File: src/rtl/lcd_write_controller.sv
// ============================================================================
// Module      : lcd_write_controller
// Description : HD44780 4-bit write-only controller: power-on init, then
//               two-character words or single command bytes over valid/ready.
// Revision    : 1.0 - initial release
// ============================================================================
`timescale 1ns/1ps
`default_nettype none

module lcd_write_controller #(
    parameter int unsigned T_POWERON    = 750000,
    parameter int unsigned T_SETUP      = 2,
    parameter int unsigned T_EHIGH      = 12,
    parameter int unsigned T_NIBBLE_GAP = 50,
    parameter int unsigned T_INIT1      = 205000,
    parameter int unsigned T_INIT2      = 5000,
    parameter int unsigned T_CMD        = 2000,
    parameter int unsigned T_CLEAR      = 82000
) (
    input  logic        clk,
    input  logic        rst_n,
    input  logic        iValid,
    input  logic        iCommand,
    input  logic [15:0] iData,
    output logic        oReady,
    output logic        oInitDone,
    output logic        oLCD_E,
    output logic        oLCD_RS,
    output logic        oLCD_RW,
    output logic [3:0]  oLCD_Data
);

    function automatic int unsigned max2(input int unsigned a, input int unsigned b);
        return (a > b) ? a : b;
    endfunction

    localparam int unsigned c_MAX_WAIT = max2(max2(max2(T_POWERON, T_INIT1), max2(T_INIT2, T_CLEAR)),
                                              max2(max2(T_CMD, T_SETUP), max2(T_EHIGH, T_NIBBLE_GAP)));
    localparam int c_CNT_W = $clog2(c_MAX_WAIT + 1);

    localparam logic [c_CNT_W-1:0] c_POWERON_LD = c_CNT_W'(T_POWERON - 1);
    localparam logic [c_CNT_W-1:0] c_SETUP_LD   = c_CNT_W'(T_SETUP - 1);
    localparam logic [c_CNT_W-1:0] c_EHIGH_LD   = c_CNT_W'(T_EHIGH - 1);
    localparam logic [c_CNT_W-1:0] c_GAP_LD     = c_CNT_W'(T_NIBBLE_GAP - 1);
    localparam logic [c_CNT_W-1:0] c_INIT1_LD   = c_CNT_W'(T_INIT1 - 1);
    localparam logic [c_CNT_W-1:0] c_INIT2_LD   = c_CNT_W'(T_INIT2 - 1);
    localparam logic [c_CNT_W-1:0] c_CMD_LD     = c_CNT_W'(T_CMD - 1);
    localparam logic [c_CNT_W-1:0] c_CLEAR_LD   = c_CNT_W'(T_CLEAR - 1);

    localparam logic [2:0] c_POWER_WAIT = 3'd0;
    localparam logic [2:0] c_NIB_SETUP  = 3'd1;
    localparam logic [2:0] c_NIB_HIGH   = 3'd2;
    localparam logic [2:0] c_NIB_GAP    = 3'd3;
    localparam logic [2:0] c_EXEC_WAIT  = 3'd4;
    localparam logic [2:0] c_IDLE       = 3'd5;
    localparam logic [2:0] c_SKIP       = 3'd6;

    // Init steps 0..3 are single nibbles held in the upper half of the byte
    function automatic logic [7:0] init_byte(input logic [2:0] idx);
        case (idx)
            3'd0, 3'd1, 3'd2: return 8'h30;
            3'd3:             return 8'h20;
            3'd4:             return 8'h28;
            3'd5:             return 8'h06;
            3'd6:             return 8'h0C;
            default:          return 8'h01;
        endcase
    endfunction

    logic [2:0]         r_state;
    logic [c_CNT_W-1:0] r_cnt;
    logic [2:0]         r_init_idx;
    logic               r_init_done;
    logic [7:0]         r_byte;
    logic               r_single;
    logic               r_low;
    logic [7:0]         r_pend;
    logic               r_pend_valid;
    logic               r_e;
    logic               r_rs;
    logic [3:0]         r_data;

    logic               w_start;
    logic [7:0]         w_start_byte;
    logic               w_start_rs;
    logic               w_start_single;
    logic [2:0]         w_next_idx;
    logic [c_CNT_W-1:0] w_exec_ld;

    assign w_next_idx = r_init_idx + 3'd1;

    always_comb begin
        w_exec_ld = c_CMD_LD;
        if (r_single) begin
            if (r_init_idx == 3'd0)
                w_exec_ld = c_INIT1_LD;
            else if (r_init_idx == 3'd1)
                w_exec_ld = c_INIT2_LD;
        end else if (!r_rs && (r_byte == 8'h01 || r_byte == 8'h02)) begin
            w_exec_ld = c_CLEAR_LD;
        end
    end

    // Every byte/nibble launch funnels through one start request
    always_comb begin
        w_start        = 1'b0;
        w_start_byte   = r_pend;
        w_start_rs     = 1'b1;
        w_start_single = 1'b0;
        case (r_state)
            c_POWER_WAIT: begin
                if (r_cnt == '0) begin
                    w_start        = 1'b1;
                    w_start_byte   = init_byte(3'd0);
                    w_start_rs     = 1'b0;
                    w_start_single = 1'b1;
                end
            end
            c_EXEC_WAIT: begin
                if (r_cnt == '0) begin
                    if (!r_init_done) begin
                        if (r_init_idx != 3'd7) begin
                            w_start        = 1'b1;
                            w_start_byte   = init_byte(w_next_idx);
                            w_start_rs     = 1'b0;
                            w_start_single = ~w_next_idx[2];
                        end
                    end else if (r_pend_valid) begin
                        w_start = 1'b1;
                    end
                end
            end
            c_IDLE: begin
                if (iValid) begin
                    if (iCommand) begin
                        w_start      = 1'b1;
                        w_start_byte = iData[7:0];
                        w_start_rs   = 1'b0;
                    end else if (iData[15:8] != 8'h00) begin
                        w_start      = 1'b1;
                        w_start_byte = iData[15:8];
                    end else if (iData[7:0] != 8'h00) begin
                        w_start      = 1'b1;
                        w_start_byte = iData[7:0];
                    end
                end
            end
            default: ;
        endcase
    end

    always_ff @(posedge clk or negedge rst_n) begin
        if (!rst_n) begin
            r_state      <= c_POWER_WAIT;
            r_cnt        <= c_POWERON_LD;
            r_init_idx   <= 3'd0;
            r_init_done  <= 1'b0;
            r_byte       <= 8'h00;
            r_single     <= 1'b0;
            r_low        <= 1'b0;
            r_pend       <= 8'h00;
            r_pend_valid <= 1'b0;
            r_e          <= 1'b0;
            r_rs         <= 1'b0;
            r_data       <= 4'h0;
        end else begin
            case (r_state)
                c_POWER_WAIT: begin
                    if (r_cnt != '0)
                        r_cnt <= r_cnt - 1'b1;
                end
                c_NIB_SETUP: begin
                    if (r_cnt == '0) begin
                        r_e     <= 1'b1;
                        r_state <= c_NIB_HIGH;
                        r_cnt   <= c_EHIGH_LD;
                    end else begin
                        r_cnt <= r_cnt - 1'b1;
                    end
                end
                c_NIB_HIGH: begin
                    if (r_cnt == '0) begin
                        r_e <= 1'b0;
                        if (!r_low && !r_single) begin
                            r_state <= c_NIB_GAP;
                            r_cnt   <= c_GAP_LD;
                        end else begin
                            r_state <= c_EXEC_WAIT;
                            r_cnt   <= w_exec_ld;
                        end
                    end else begin
                        r_cnt <= r_cnt - 1'b1;
                    end
                end
                c_NIB_GAP: begin
                    if (r_cnt == '0) begin
                        r_data  <= r_byte[3:0];
                        r_low   <= 1'b1;
                        r_state <= c_NIB_SETUP;
                        r_cnt   <= c_SETUP_LD;
                    end else begin
                        r_cnt <= r_cnt - 1'b1;
                    end
                end
                c_EXEC_WAIT: begin
                    if (r_cnt == '0) begin
                        if (!r_init_done) begin
                            if (r_init_idx == 3'd7) begin
                                r_state     <= c_IDLE;
                                r_init_done <= 1'b1;
                            end else begin
                                r_init_idx <= w_next_idx;
                            end
                        end else begin
                            r_pend_valid <= 1'b0;
                            if (!r_pend_valid)
                                r_state <= c_IDLE;
                        end
                    end else begin
                        r_cnt <= r_cnt - 1'b1;
                    end
                end
                c_IDLE: begin
                    if (iValid) begin
                        r_pend       <= iData[7:0];
                        r_pend_valid <= !iCommand && (iData[15:8] != 8'h00) && (iData[7:0] != 8'h00);
                        // An all-zero character word still costs one busy cycle
                        if (!w_start)
                            r_state <= c_SKIP;
                    end
                end
                c_SKIP: begin
                    r_state <= c_IDLE;
                end
                default: begin
                    r_state <= c_POWER_WAIT;
                    r_cnt   <= c_POWERON_LD;
                end
            endcase

            if (w_start) begin
                r_state  <= c_NIB_SETUP;
                r_cnt    <= c_SETUP_LD;
                r_byte   <= w_start_byte;
                r_rs     <= w_start_rs;
                r_single <= w_start_single;
                r_data   <= w_start_byte[7:4];
                r_low    <= 1'b0;
            end
        end
    end

    assign oReady    = (r_state == c_IDLE);
    assign oInitDone = r_init_done;
    assign oLCD_E    = r_e;
    assign oLCD_RS   = r_rs;
    assign oLCD_RW   = 1'b0;
    assign oLCD_Data = r_data;

endmodule

`default_nettype wire

File: config.mk
export PLATFORM = sky130hd
export DESIGN_NAME = lcd_write_controller
export DESIGN_NICKNAME = d
export VERILOG_FILES = /design/src/rtl/lcd_write_controller.sv
export SDC_FILE = /design/constraint.sdc
export NUM_CORES = 1
export LEC_CHECK = 0
export BUFFER_PORTS_ARGS = -buffer_cell sky130_fd_sc_hd__buf_2
export CAP_MARGIN = 0
export CORE_AREA = 2 2 80 82
export CTS_BUF_LIST = sky130_fd_sc_hd__clkbuf_4
export CTS_CLUSTER_DIAMETER = 50
export DETAILED_ROUTE_END_ITERATION = 10
export DIE_AREA = 0 0 82 84
export HOLD_SLACK_MARGIN = 0.03
export MAX_ROUTING_LAYER = met4
export PLACE_DENSITY = 0.86
export SLEW_MARGIN = 20
export SYNTH_ARGS = -nofsm -noshare
export SYNTH_HDL_FRONTEND = slang
export SYNTH_SLANG_ARGS = --single-unit
File: constraint.sdc
create_clock -name clk -period 3.1 [get_ports clk]
set_input_delay 0.62 -clock clk [delete_from_list [all_inputs] [get_ports clk]]
set_output_delay 0.62 -clock clk [all_outputs]
set_load 0.02 [all_outputs]
# Yosys cells after proc, flatten, opt, wreduce, memory -nomap -nowiden
# Index checks and enable logic that the tools add are counted.
word_totals:
  elab_cells: 148
  input_bits: 20
  out_inout_bits: 9
  regBits: 52
classes:
  n_bitwise: 3
  mux: 68
  addsub: 2
  n_eq_ne: 33
  n_reduce_logical: 30
ops:
  columns: ["operator", "count"]
  rows:
  - ["two-way mux 20 bit", 8]
  - ["case mux 20 bit (6 select lines)", 1]
  - ["two-way mux 8 bit", 8]
  - ["two-way mux 3 bit", 10]
  - ["case mux 6 bit (5 select lines)", 1]
  - ["two-way mux 1 bit", 27]
  - ["case mux 8 bit (3 select lines)", 1]
  - ["equality test 3 bit (second input constant)", 7]
  - ["inequality test 3 bit (second input constant)", 7]
  - ["case mux 3 bit (7 select lines)", 1]
  - ["zero test 20 bit", 1]
  - ["nonzero test 20 bit", 1]
  - ["subtractor 20 x 1 -> 20 bit (second input constant)", 1]
  - ["two-way mux 18 bit", 1]
  - ["two-way mux 17 bit", 1]
  - ["nonzero test 8 bit", 2]
  - ["two-way mux 13 bit", 1]
  - ["equality test 3 x 2 -> 1 bit (second input constant)", 4]
  - ["two-way mux 4 bit", 3]
  - ["inequality test 2 bit (second input constant)", 6]
  - ["equality test 3 x 1 -> 1 bit (second input constant)", 3]
  - ["zero test 3 bit", 3]
  - ["equality test 8 x 1 -> 1 bit (second input constant)", 1]
  - ["equality test 8 x 2 -> 1 bit (second input constant)", 1]
  - ["17 further kinds", 36]

# Logic depth before layout (Yosys ltp)
depth:
  word_depth: 9
  ltp_mapped: 11

# Worst setup path after synthesis
# OpenSTA, ideal clock, no wires.
synth_path:
  kind: "reg2reg"
  from: "register r_init_idx[0]"
  to: "register r_byte[6]"
  n_path_buf: 2
  synth_period_minus_slack_ns: 2.333
  path_slack_ns: 0.767
  t_required_ns: 2.968
  setup_time_ns: 0.132
  stages_incl_launch_ff: 11
  arrival_time_ns: 2.201
  path_cell_list: "dfrtp_1 ha_1 ha_1 or2_1 clkbuf_1 a31oi_1 nand4_1 o21a_1 buf_4 a221oi_1 nor2_1"
synth_via:
  elab_chain_len: 5
  elab_cells_between_ends: 9
  classes_between: "1 x eq/ne; 8 x mux"
synth_lines:
  columns: ["item", "line", "source"]
  rows:
  - ["start: declaration", "72", "logic [2:0] r_init_idx;"]
  - ["start signal: assignment", "212", "r_init_idx <= w_next_idx;"]
  - ["inequality test 3 bit *", "122", "if (r_init_idx != 3'd7) begin"]
  - ["two-way mux 8 bit or two-way mux 1 bit (tied branches)", "122", null]
  - ["two-way mux 8 bit or two-way mux 1 bit (tied branches)", "121", "if (!r_init_done) begin"]
  - ["two-way mux 8 bit or two-way mux 1 bit (tied branches)", "120", "if (r_cnt == '0) begin"]
  - ["case mux 8 bit (3 select lines) or case mux 1 bit (3 select lines) (tied branches)", "110", "case (r_state)"]
  - ["end signal: assignment", "244", "r_byte <= w_start_byte;"]
  - ["end: declaration", "74", "logic [7:0] r_byte;"]
# Mark *: on every way between the ends. The rest lies on a longest branch, timed or not.
# A chain may end at the register's enable or synchronous reset.

# Final worst setup path
layout_path:
  from: "register r_cnt[11]"
  to: "register r_byte[6]"
layout_via:
  elab_chain_len: 3
  elab_cells_between_ends: 7
  classes_between: "6 x mux; 1 x reduce/logical"
layout_lines:
  columns: ["item", "line", "source"]
  rows:
  - ["start: declaration", "71", "logic [c_CNT_W-1:0] r_cnt;"]
  - ["start signal: assignment", "155", "r_cnt <= c_POWERON_LD;"]
  - ["start signal: assignment", "170", "r_cnt <= r_cnt - 1'b1;"]
  - ["start signal: assignment", "176", "r_cnt <= c_EHIGH_LD;"]
  - ["zero test 20 bit *", "112, 120", null]
  - ["two-way mux 8 bit, or another cell as far along", "120", null]
  - ["case mux 8 bit (3 select lines) or case mux 1 bit (3 select lines) (tied branches)", "110", null]
# Marks and branches as above.

==> impl_metrics.py <==
metrics = {
    "route": {
        "drtIter0Drc": 560,
        "viasPerCell": 6.97,
        "drc": 0,
        "routed_wl_um": 10800,
        "dr.pass1.iters": 7,
        "ant_nets": 0,
        "via_count": 3817,
        "wl_per_cell_um": 19.7,
    },
    "timing": {
        "final-hold-violation-count": 0,
        "finalClockSkew_ns": 0.0198,
        "fin_crit_sh_pct": 89.3,
        "fin_tns_setup_ns": 0,
        "rsz0062_at_grt": "no",
        "drv_slew": 0,
        "clock.fmax_mhz": 361,
        "whs_ns": 0.209,
        "setup_ws_ns": 0.333,
        "slew-limit-headroom_pct": 52.5,
        "min_period_ns": 2.77,
        "setup_viol": 0,
        "worst_slew_pin_slew_ns": 0.709,
    },
    "global_routing": {
        "grt.overflow.total": 0,
        "grt_util_met1_pct": 43.4,
        "grt_pass1_wl_um": 18100,
        "antenna_found_initial": 0,
        "grt_max_degree": 51,
        "track_usage_pct": 34.7,
        "grtUsageMet2_pct": 51.8,
        "grt_pass1_vias": 3697,
        "grt.busiest_layer": "met2",
        "use_met3_pct": 7.03,
    },
    "setup_path": {
        "worstSetupPathType": "flop to flop",
        "required_ns": 3.39,
        "cp_cell_sequence": "nor4_2 -> and2_1 -> nand4_1 -> o21a_1 -> buf_4 -> a221oi_1 -> nor2_1",
        "crit_path_top_delay_cell": "dfrtp_1",
        "start_kind": "flop",
        "cp.arrival_ns": 3.06,
        "cp_max_fo": 11,
        "max_stage_delay_ns": 0.50,
        "end_kind": "flop",
        "reg2reg_depth": 7,
        "path_buf_inv": 1,
        "crit_family": "simple AND/OR/NAND/NOR gates",
        "path_depth": 7,
    },
    "final_layout": {
        "fin_util_pct": 65.3,
        "fillers": 504,
        "diodes": 0,
        "final_nets": 499,
        "area_growth_pct": 8.31,
        "fin_area_um2": 3980,
        "drive_above_1_share_pct": 16.8,
        "finalNonFillerCells": 548,
    },
    "logic_synthesis": {
        "synthTopCellsByArea": "dfrtp_1, dfstp_2, nand2_1",
        "ys_ff_latch": 52,
        "yosysTopAreaCell": "dfrtp_1",
        "ys_warn_count": 0,
        "synth.top_cell.area_share_pct": 26.6,
        "syn_inst": 446,
        "synth-main-ff-cell": "dfrtp_1",
        "yosysSeqAreaShare_pct": 35.9,
        "ys_top_cells_by_count": "nand2_1, nor2_1, dfrtp_1",
        "syn_area_per_cell_um2": 8.23,
        "ys_async_sr_fraction_pct": 100,
        "synth.most_common_cell": "nand2_1",
        "yosys.cell_types.count": 72,
        "synth_edf_count": 0,
        "synth_area_um2": 3670,
        "synth_nets": 475,
    },
    "run": {
        "maxCapViolCount": 0,
    },
    "cts": {
        "cts_buffer_depth": 2,
        "htreeDepth": 2,
        "cts_sinks": 52,
        "cts-hold-fix-buffers": 0,
        "cts_setup_buffers": 0,
        "cts_tree": "yes",
        "cts_buffers": 5,
        "clk_latency_ns": 0.39,
        "path_clk_slew_ns": 0.17,
        "cts-root-buf": "clkbuf_4",
        "cts_resized": 0,
    },
    "floorplan": {
        "ios": 29,
        "die_height_um": 84,
        "dieArea_um2": 6890,
        "die_w_um": 82,
        "std_cell_rows": 29,
        "start_util_pct": 60.2,
        "core_area_um2": 6100,
    },
    "pwr": {
        "power_mw": 1.17,
        "leakagePower_nw": 1.68,
        "irDropWorstVdd_mv": 0.196,
        "pwr_density_cell_nw_per_um2": 295,
    },
    "placed_design": {
        "preCtsSetupSlack_ns": 0.357,
        "numPortBuffers": 27,
        "globalplace.congestion": 0.990,
        "dp_cells": 540,
        "place_area_um2": 3890,
        "dp_hpwl_um": 7890,
    },
    "run_status": {
        "status": "complete, no violations",
    },
    "worst_hold_path": {
        "holdCritPathClass": "input pin to async pin",
    },
}
## worst reg2reg max path, cell delays in order (launching register included)
cell	delay, ns
dfrtp_1	0.50
nor4_2	0.43
and2_1	0.48
nand4_1	0.23
o21a_1	0.36
buf_4	0.23
a221oi_1	0.34
nor2_1	0.09
## metal layers
metal,routed length (um),share of wire [%]
met3,934,8.7
met2,5040,47
met4,601,5.6
met1,4200,39
met5,0,0
## flip-flops by register name (all words and copies together), names as in the netlist
signal	flops
oInitDone	1
oLCD_Data	4
oLCD_E	1
oLCD_RS	1
r_byte	8
r_cnt	20
r_init_idx	3
r_low	1
r_pend	8
r_pend_valid	1
r_single	1
r_state	3
## worst paths after layout
| kind | start | to | slack [ns] |
|---|---|---|---|
| worst max-delay path | r_cnt[11] | r_byte[6] | 0.33 |
| worst max register to register | r_cnt[11] | r_byte[6] | 0.33 |
| worst min-delay path | rst_n | r_cnt[15] | 0.21 |
| min in group clk | iData[1] | r_pend[1] | 0.46 |
| max in group asynchronous | rst_n | r_cnt[17] | 2.30 |
| worst min register to register | r_pend_valid | r_pend_valid | 0.50 |
## power breakdown
| group | internal (mW) | switching [mW] |
|---|---|---|
| clock | 0.173 | 0.232 |
| sequential | 0.690 | 0.00863 |
| combinational | 0.0254 | 0.0446 |
## cell families after synthesis
| logic type | after synthesis | share of synthesized area [%] |
|---|---|---|
| simple gates | 195 | 28.8 |
| compound gates | 139 | 24.6 |
| flops | 52 | 35.9 |
| buf+inv | 39 | 4.74 |
| fa+ha+maj | 9 | 3.07 |
| xor+xnor | 6 | 1.43 |
| mux | 5 | 1.36 |
| other cells | 1 | 0.102 |
## area by class of cell
cell class | instances | area [um2] | share of cell area (%)
multi-input combinational | 355 | 2180 | 54.8
sequential | 52 | 1320 | 33.1
timing repair buffer | 41 | 243 | 6.10
tap | 77 | 96.3 | 2.42
inverter | 15 | 56.3 | 1.42
clock inverter | 3 | 46.3 | 1.16
clock buffer | 5 | 37.5 | 0.944
## cells in the final DEF (no fill, tap or decap), drive strengths merged, types with 6 or more instances in the layout
master and instances:
ha 9, nand4 9, nand3 14, o21ai 31, a31oi 15, a221oi 6
a21oi 34, nor4 15, dfstp 13, dfrtp 39, buf 41, or3 6
nor3 22, and3 6, nand2 50, nor2 44, inv 15, o31ai 6
Note: power is estimated with default switching activity, not from simulation.
